File: config.mk
export PLATFORM = sky130hd
export DESIGN_NAME = bcd_stopwatch
export DESIGN_NICKNAME = d
export VERILOG_FILES = /design/src/rtl/bcd_stopwatch.sv
export SDC_FILE = /design/constraint.sdc
export NUM_CORES = 1
export LEC_CHECK = 0
export BUFFER_PORTS_ARGS = -buffer_cell sky130_fd_sc_hd__buf_4
export CAP_MARGIN = 20
export CORE_MARGIN = 2
export CORE_UTILIZATION = 37
export DETAILED_ROUTE_END_ITERATION = 6
export PLACE_DENSITY_LB_ADDON = 0.08
export SLEW_MARGIN = 25
export SYNTH_ARGS = -nofsm -noshare
export SYNTH_HDL_FRONTEND = slang
export SYNTH_SLANG_ARGS = --single-unit
File: constraint.sdc
create_clock -name clk -period 1.9 [get_ports clk]
set_input_delay 0.095 -clock clk [delete_from_list [all_inputs] [get_ports clk]]
set_output_delay 0.095 -clock clk [all_outputs]
set_load 0.05 [all_outputs]
File: src/rtl/bcd_stopwatch.sv
// BCD MM:SS stopwatch counting rising edges of the divided clock level tick_in.
// Optional countdown/load/DONE support is enabled with `define BCD_STOPWATCH_COUNTDOWN_EN.
module bcd_stopwatch #(
    parameter int TICK_EDGES = 1
) (
    input  logic        clk,
    input  logic        n_rst,
    input  logic        tick_in,
    input  logic        start_stop,
    input  logic        clear,
`ifdef BCD_STOPWATCH_COUNTDOWN_EN
    input  logic        count_down,
    input  logic        load,
    input  logic [15:0] load_val,
    output logic        done,
`endif
    output logic [3:0]  sec_ones,
    output logic [3:0]  sec_tens,
    output logic [3:0]  min_ones,
    output logic [3:0]  min_tens,
    output logic        running,
    output logic        wrap
);

    localparam logic [7:0] LAST_EDGE = 8'(TICK_EDGES - 1);

    typedef enum logic [1:0] {
        ST_IDLE  = 2'd0,
        ST_RUN   = 2'd1,
        ST_PAUSE = 2'd2
`ifdef BCD_STOPWATCH_COUNTDOWN_EN
        ,
        ST_DONE  = 2'd3
`endif
    } state_t;

    state_t     state_q, state_d;
    logic       tick_q, tick_d;
    logic [7:0] edge_cnt_q, edge_cnt_d;
    logic [3:0] sec_ones_q, sec_ones_d;
    logic [3:0] sec_tens_q, sec_tens_d;
    logic [3:0] min_ones_q, min_ones_d;
    logic [3:0] min_tens_q, min_tens_d;
    logic       running_q, running_d;
    logic       wrap_q, wrap_d;
    logic       edge_det;
    logic       step;

`ifdef BCD_STOPWATCH_COUNTDOWN_EN
    logic       done_q, done_d;

    function automatic logic [3:0] clamp_digit(input logic [3:0] d, input logic [3:0] max_d);
        return (d > max_d) ? max_d : d;
    endfunction
`endif

    always_comb begin
        tick_d     = tick_in;
        edge_det   = tick_in & ~tick_q;
        state_d    = state_q;
        edge_cnt_d = edge_cnt_q;
        sec_ones_d = sec_ones_q;
        sec_tens_d = sec_tens_q;
        min_ones_d = min_ones_q;
        min_tens_d = min_tens_q;
        wrap_d     = 1'b0;
        step       = 1'b0;

        // Prescaler: only RUN advances it, PAUSE holds it, IDLE keeps it at zero.
        if (state_q == ST_RUN && edge_det) begin
            if (edge_cnt_q >= LAST_EDGE) begin
                edge_cnt_d = 8'd0;
                step       = 1'b1;
            end else begin
                edge_cnt_d = edge_cnt_q + 8'd1;
            end
        end
        if (state_q == ST_IDLE) begin
            edge_cnt_d = 8'd0;
        end

`ifdef BCD_STOPWATCH_COUNTDOWN_EN
        if (step && count_down) begin
            if ({min_tens_q, min_ones_q, sec_tens_q, sec_ones_q} == 16'h0000) begin
                state_d = ST_DONE;
            end else begin
                if (sec_ones_q != 4'd0) begin
                    sec_ones_d = sec_ones_q - 4'd1;
                end else begin
                    sec_ones_d = 4'd9;
                    if (sec_tens_q != 4'd0) begin
                        sec_tens_d = sec_tens_q - 4'd1;
                    end else begin
                        sec_tens_d = 4'd5;
                        if (min_ones_q != 4'd0) begin
                            min_ones_d = min_ones_q - 4'd1;
                        end else begin
                            min_ones_d = 4'd9;
                            min_tens_d = min_tens_q - 4'd1;
                        end
                    end
                end
                if ({min_tens_d, min_ones_d, sec_tens_d, sec_ones_d} == 16'h0000) begin
                    state_d = ST_DONE;
                end
            end
        end else
`endif
        if (step) begin
            if (sec_ones_q < 4'd9) begin
                sec_ones_d = sec_ones_q + 4'd1;
            end else begin
                sec_ones_d = 4'd0;
                if (sec_tens_q < 4'd5) begin
                    sec_tens_d = sec_tens_q + 4'd1;
                end else begin
                    sec_tens_d = 4'd0;
                    if (min_ones_q < 4'd9) begin
                        min_ones_d = min_ones_q + 4'd1;
                    end else begin
                        min_ones_d = 4'd0;
                        if (min_tens_q < 4'd5) begin
                            min_tens_d = min_tens_q + 4'd1;
                        end else begin
                            min_tens_d = 4'd0;
                            wrap_d     = 1'b1;
                        end
                    end
                end
            end
        end

        // start_stop acts after the step, so a step landing in DONE is not undone.
        if (start_stop) begin
            case (state_q)
                ST_IDLE:  state_d = ST_RUN;
                ST_RUN:   if (state_d == ST_RUN) state_d = ST_PAUSE;
                ST_PAUSE: state_d = ST_RUN;
                default:  state_d = state_d;
            endcase
        end

`ifdef BCD_STOPWATCH_COUNTDOWN_EN
        if (load && state_q == ST_IDLE) begin
            min_tens_d = clamp_digit(load_val[15:12], 4'd5);
            min_ones_d = clamp_digit(load_val[11:8],  4'd9);
            sec_tens_d = clamp_digit(load_val[7:4],   4'd5);
            sec_ones_d = clamp_digit(load_val[3:0],   4'd9);
        end
`endif

        if (clear) begin
            state_d    = ST_IDLE;
            edge_cnt_d = 8'd0;
            sec_ones_d = 4'd0;
            sec_tens_d = 4'd0;
            min_ones_d = 4'd0;
            min_tens_d = 4'd0;
            wrap_d     = 1'b0;
        end

        running_d = (state_d == ST_RUN);
`ifdef BCD_STOPWATCH_COUNTDOWN_EN
        done_d    = (state_d == ST_DONE);
`endif
    end

    // tick_q resets high so a level already high at reset release is not an edge.
    always_ff @(posedge clk or negedge n_rst) begin
        if (!n_rst) begin
            state_q    <= ST_IDLE;
            tick_q     <= 1'b1;
            edge_cnt_q <= 8'd0;
            sec_ones_q <= 4'd0;
            sec_tens_q <= 4'd0;
            min_ones_q <= 4'd0;
            min_tens_q <= 4'd0;
            running_q  <= 1'b0;
            wrap_q     <= 1'b0;
`ifdef BCD_STOPWATCH_COUNTDOWN_EN
            done_q     <= 1'b0;
`endif
        end else begin
            state_q    <= state_d;
            tick_q     <= tick_d;
            edge_cnt_q <= edge_cnt_d;
            sec_ones_q <= sec_ones_d;
            sec_tens_q <= sec_tens_d;
            min_ones_q <= min_ones_d;
            min_tens_q <= min_tens_d;
            running_q  <= running_d;
            wrap_q     <= wrap_d;
`ifdef BCD_STOPWATCH_COUNTDOWN_EN
            done_q     <= done_d;
`endif
        end
    end

    assign sec_ones = sec_ones_q;
    assign sec_tens = sec_tens_q;
    assign min_ones = min_ones_q;
    assign min_tens = min_tens_q;
    assign running  = running_q;
    assign wrap     = wrap_q;
`ifdef BCD_STOPWATCH_COUNTDOWN_EN
    assign done     = done_q;
`endif

endmodule
==> results.py, run 1 <==
metrics = {
    "sta": {
        "worst_pin_slew_ns": 0.462,
        "rsz0062_at_grt": "false",
        "slew-limit-headroom_pct": 69.0,
        "hold_violations": 0,
        "fin_worst_skew_ns": 0.00425,
        "fmax_mhz": 577,
        "fin_crit_ns": 1.73,
        "period_share_pct": 91.3,
        "holdWs_ns": 0.0853,
        "tns_ns": 0,
        "setup_viol": 0,
        "drv_slew": 0,
    },
    "final_layout": {
        "layout.nets": 163,
        "layout_common_cells": "buf_4 (23), dfrtp_1 (17), a21oi_1 (14)",
        "mostFrequentLayoutCell": "buf_4",
        "syn2layout_area_growth_pct": 23.0,
        "drive_gt1_share_pct": 22.8,
        "fillCellCount": 304,
        "final_cells": 182,
        "post-route-util_pct": 47.3,
        "diodes": 0,
    },
    "place": {
        "gp_congestion": 0.763,
        "numPortBuffers": 22,
        "placedCellCount": 176,
        "dp_hpwl_um": 1690,
    },
    "drt": {
        "wl_per_cell_um": 13.0,
        "drc": 0,
        "routed_wl_um": 2360,
        "vias": 971,
        "drt_iter0_drc": 16,
        "dr.pass1.iters": 4,
        "viasPerCell": 5.34,
        "antenna_left": 0,
    },
    "setup_path": {
        "critical_path.max_fanout": 5,
        "arrival_ns": 1.97,
        "critical_path.slowest_cell": "dfrtp_2",
        "worst_setup_path_end_kind": "register",
        "crit_cells": 6,
        "cp_top_family": "compound AO/OA/AOI/OAI gates",
        "reg2reg_from": "sec_tens[0]",
        "worstPathCellList": "inv_1, ha_1, and2b_1, o2111a_1, a31oi_4, mux2i_1",
        "critPathLaunchType": "register",
        "required_ns": 2.14,
        "endpoint": "min_tens[0]",
        "critical_path_class": "register to register",
        "worstReg2RegEnd": "min_tens[0]",
        "startpoint": "sec_tens[0]",
        "path_buf_inv": 1,
        "slowest_delay_ns": 0.45,
        "rrSetupSlack_ns": 0.17,
        "ff2ff_path_depth": 6,
    },
    "clock_network": {
        "numCtsBuffers": 3,
        "post_cts_buffers": 0,
        "cts_tree": "yes",
        "cts_buffer_depth": 2,
        "clkTransAtPathRegs_ns": 0.12,
        "cts.sinks": 21,
        "insertion_delay_ns": 0.30,
        "root_buffer": "clkbuf_4",
        "htree_levels": 1,
    },
    "yosys": {
        "ys_types": 32,
        "syn_nets": 135,
        "synth_warnings": 0,
        "synthArstFlopShare_pct": 100,
        "synth_seq_cells": 21,
        "yosys_most_used_dff": "dfrtp_1",
        "avgSynthCellArea_um2": 9.46,
        "synthCells": 122,
        "synth_area_um2": 1150,
        "synth_edf_count": 0,
        "seq_area_frac_synth_pct": 45.7,
    },
    "floorplan": {
        "start_util_pct": 38.4,
        "rows": 20,
        "die_h_um": 59.8,
        "die_w_um": 59.8,
        "die-area_um2": 3580,
        "boundaryPins": 23,
        "coreArea_um2": 3000,
    },
    "global_routing": {
        "grt_pass1_vias": 896,
        "track_usage_pct": 14.6,
        "grt_pass1_wl_um": 3910,
        "gr-total-overflow": 0,
        "antenna_found_initial": 0,
        "grtUsageMet1_pct": 18.9,
        "gr-usage-met3_pct": 1.95,
        "grt_max_degree": 22,
        "grtUsageMet2_pct": 23.9,
        "globalRoute.busiestLayer": "met2",
    },
    "worst_hold_path": {
        "min-delay-start": "start_stop",
        "hp-class": "input pin to register",
    },
    "run": {
        "maxCapViolCount": 0,
    },
    "power_and_ir_drop": {
        "power_per_cell_area_nw_per_um2": 611,
        "leakagePower_uw": 0.000635,
        "ir_drop_mv": 0.341,
    },
    "outcome": {
        "run_status": "finished, final reports clean",
    },
}
-- synth_stat cells, types with 2 or more instances --
library cell	instances	area share (%)
or3_1	3	1.6
nor2_1	8	2.6
nor4_1	2	1.1
a211oi_1	2	1.3
nand3_1	9	3.9
nand2b_1	3	1.6
nand2_1	9	2.9
dfrtp_1	20	43
mux2i_1	3	2.6
o21ai_0	3	1.3
a21oi_1	14	6.1
clkbuf_1	2	0.65
inv_1	12	3.9
ha_1	8	8.7
o21ai_1	4	1.7
nor3_1	3	1.3
and3_1	2	1.1
-- per-stage QoR --
stage	worst slack (ns)	area [um2]	power, uW
floorplan	0.0584	1160	597
global placement	0.143	1360	652
detailed placement	0.109	1360	655
CTS	0.0837	1410	879
global route	0.0500	1420	914
finish	0.166	1420	867
-- worst min-delay path by stage --
stage                        endpoint  slack (ns)  cells after the start
after detailed placement  sec_tens[2]       0.001                      1
after global placement    sec_tens[2]     -0.0003                      1
after floorplan           min_ones[0]       -0.20                      0
after global routing       state_q[1]        0.11                      3
final                      state_q[1]        0.09                      3
after CTS                  state_q[1]        0.08                      3
-- worst min-delay path: stages --
cell and delay (ns):
buf_4 0.09, nand2b_1 0.09, a21oi_1 0.08
-- registers in the layout (all words and copies together), names as in the netlist --
signal and count:
tick_q 1, sec_tens 4, sec_ones 4, running 1
min_tens 4, wrap 1, min_ones 4, state_q 2
-- cell type report --
type	count	area (um2)	share of cell area (%)
clock buffers	4	26.3	1.85
repair buffers	25	193	13.6
well taps	33	41.3	2.91
multi-input cells	85	576	40.6
inverters	14	52.6	3.70
flip-flops and latches	21	531	37.4
-- power breakdown --
| group | internal, uW | switching, uW |
|---|---|---|
| clock network | 81.7 | 138 |
| logic | 54.7 | 110 |
| registers | 466 | 17.1 |
| total | 602 | 265 |
-- logic make-up (layout without fill, tap and decap cells) --
| group | count (synthesis) | after routing | share of synthesized area [%] |
|---|---|---|---|
| AOI/OAI and AO/OA | 29 | 29 | 16.8 |
| adders and majority gates | 8 | 8 | 8.68 |
| buffers and inverters | 16 | 43 | 5.21 |
| DFF | 21 | 21 | 45.7 |
| muxes | 3 | 3 | 2.60 |
| and+or+nand+nor | 45 | 45 | 21.0 |
-- metal layers --
layer	vias to the layer above	routed length (um)	part of all wire [%]
met3	2	77	3.3
met2	18	1160	49
met1	464	1110	47
met5	-	0	0
met4	0	19	0.80
li1	487	-	-
-- timing repair --
item | 4_1_cts | 5_1_grt
resized for setup | 0 | 1
hold buffers | 2 | 0
hold endpoints to repair | 22 | 0
endpoints found under the setup margin | 0 | 4
Note: power is estimated with default switching activity, not from simulation.
==> run 2: changes to the inputs <==
--- a/config.mk
+++ b/config.mk
@@ -9,5 +9,5 @@
 export CAP_MARGIN = 20
 export CORE_MARGIN = 2
-export CORE_UTILIZATION = 37
+export CORE_UTILIZATION = 45
 export DETAILED_ROUTE_END_ITERATION = 6
 export PLACE_DENSITY_LB_ADDON = 0.08
==> constraint.sdc (replaced) <==
create_clock -name clk -period 1.9 [get_ports clk]
set_input_delay 0.57 -clock clk [delete_from_list [all_inputs] [get_ports clk]]
set_output_delay 0.57 -clock clk [all_outputs]
set_load 0.05 [all_outputs]
==> run 2 against run 1 <==
  * Sequential cell count is the same
  * Critical endpoint is now min_tens[3]
  * Power shrank 1.0%
  * Final cell count shrank 2.2%
  * Worst hold slack gained 0.038 ns
  * Count of clock-buffer cells in the layout is the same
  * Largest cell class unchanged
  * Sequential share of layout area grew 0.43 points
  * Critical path type unchanged
  * Wire length shrank 6.0%
  * Combinational power is essentially flat
  * First-iteration DRC count grew 6.3%
  * Clock power shrank 2%
  * Die area shrank 17%
==> results.py, run 2 (same netlist as run 1, synthesis figures left out) <==
metrics = {
    "place": {
        "numPortBuffers": 22,
        "gp_congestion": 0.720,
        "dp_slack_ns": 0.0956,
        "dp_hpwl_um": 1630,
        "placedCellCount": 174,
    },
    "sta": {
        "hold_violations": 0,
        "fin_worst_skew_ns": 0.00814,
        "fmax_mhz": 567,
        "setup_viol": 0,
        "worst_pin_slew_ns": 0.487,
        "tns_ns": 0,
        "drv_slew": 0,
        "slew-limit-headroom_pct": 67.3,
        "rsz0062_at_grt": "false",
        "period_share_pct": 92.8,
        "fin_ws_ns": 0.136,
        "fin_crit_ns": 1.76,
    },
    "final_layout": {
        "drive_gt1_share_pct": 23.6,
        "layout_common_cells": "buf_4 (24), dfrtp_1 (17), a21oi_1 (14)",
        "final_cells": 178,
        "syn2layout_area_growth_pct": 21.6,
        "layout.nets": 162,
        "fillCellCount": 219,
        "mostFrequentLayoutCell": "buf_4",
        "diodes": 0,
        "post-route-util_pct": 57.1,
    },
    "floorplan": {
        "boundaryPins": 23,
        "start_util_pct": 47.0,
        "die_w_um": 54.6,
        "coreArea_um2": 2450,
        "rows": 18,
        "die-area_um2": 2980,
        "die_h_um": 54.6,
    },
    "drt": {
        "routed_wl_um": 2220,
        "dr.pass1.iters": 4,
        "viasPerCell": 5.53,
        "antenna_left": 0,
        "drc": 0,
        "wl_per_cell_um": 12.5,
        "vias": 984,
        "drt_iter0_drc": 17,
    },
    "setup_path": {
        "rrSetupSlack_ns": 0.14,
        "arrival_ns": 1.99,
        "critical_path.slowest_cell": "dfrtp_2",
        "worst_setup_path_end_kind": "register",
        "critPathLaunchType": "register",
        "path_buf_inv": 1,
        "required_ns": 2.13,
        "worstPathCellList": "inv_1, ha_1, and2b_1, o2111a_1, a31oi_4, mux2i_1",
        "slowest_delay_ns": 0.45,
        "cp_top_family": "compound AO/OA/AOI/OAI gates",
        "critical_path_class": "register to register",
        "critical_path.max_fanout": 5,
    },
    "run": {
        "maxCapViolCount": 0,
    },
    "global_routing": {
        "gr-usage-met3_pct": 5.74,
        "grt_pass1_vias": 856,
        "grtUsageMet2_pct": 25.2,
        "grt_max_degree": 22,
        "antenna_found_initial": 0,
        "grtUsageMet1_pct": 23.8,
        "globalRoute.busiestLayer": "met2",
        "grt_pass1_wl_um": 3680,
        "track_usage_pct": 17.4,
        "gr-total-overflow": 0,
    },
    "power_and_ir_drop": {
        "power_per_cell_area_nw_per_um2": 612,
        "p_int_uw": 600,
        "ir_drop_mv": 0.442,
        "power.share.switching_pct": 30.1,
        "combPwrFrac_pct": 18.8,
        "net-switching-power_uw": 258,
        "clkPwrFrac_pct": 25.0,
        "leakagePower_uw": 0.000631,
        "seq_power_share_pct": 56.2,
    },
    "clock_network": {
        "insertion_delay_ns": 0.30,
        "numCtsBuffers": 3,
        "cts.sinks": 21,
        "root_buffer": "clkbuf_4",
        "clkTransAtPathRegs_ns": 0.12,
        "cts_tree": "yes",
        "cts_buffer_depth": 2,
        "htree_levels": 1,
        "cts-hold-fix-buffers": 0,
    },
    "outcome": {
        "run_status": "finished, final reports clean",
    },
    "worst_hold_path": {
        "hp-class": "input pin to async pin",
    },
}
==> run 2: changes by cell type in the layout (fill, tap and decap cells not counted) <==
cell	change
buf_4	+1
dlygate4sd3_1	-2
==> run 2: final timing paths <==
path	startpoint	endpoint	cells after the start
worst min register to register	min_tens[3]	min_tens[3]	2
min in group clk	tick_in	tick_q	1
worst min-delay path	n_rst	sec_tens[2]	1
worst max-delay path	sec_tens[0]	min_tens[3]	6
max in group asynchronous	n_rst	tick_q	1
worst max register to register	sec_tens[0]	min_tens[3]	6
==> run 2: timing repair <==
action / 4_1_cts / 5_1_grt
setup endpoints to repair: 0 / 4
resized for setup: 0 / 1
buffers inserted: 0 / 0
==> run 2: cell type report <==
cell class | instances | area (um2) | share of cell area [%]
inverter | 14 | 52.6 | 3.75
sequential | 21 | 531 | 37.8
multi-input combinational | 85 | 576 | 41.0
tap | 30 | 37.5 | 2.68
clock buffer | 4 | 26.3 | 1.87
timing repair buffer | 24 | 180 | 12.8
==> run 2: worst reg2reg max path: stages, from the launching register on <==
cell and delay [ns]:
dfrtp_2 0.45, inv_1 0.08, ha_1 0.13, and2b_1 0.23, o2111a_1 0.31, a31oi_4 0.27, mux2i_1 0.21
==> run 2: layer usage <==
layer	routed length (um)	part of all wire, %
met5	0	0
met4	45	2.0
met3	97	4.4
met2	1030	46
met1	1050	47
==> run 2: metrics by stage <==
step	hold WS, ns	total power, uW	instance area (um2)
finish	0.123	858	1400
floorplan	0.274	597	1160
CTS	0.129	868	1390
global route	0.132	906	1400
detailed placement	0.472	653	1370
global placement	0.472	651	1370
==> run 2: power groups by stage <==
| stage | combinational, uW | sequential [uW] | clock, uW |
|---|---|---|---|
| floorplan | 58.8 | 539 | 0 |
| global placement | 161 | 490 | 0 |
| detailed placement | 162 | 491 | 0 |
| CTS | 163 | 483 | 223 |
| global route | 178 | 486 | 242 |
| finish | 161 | 482 | 214 |
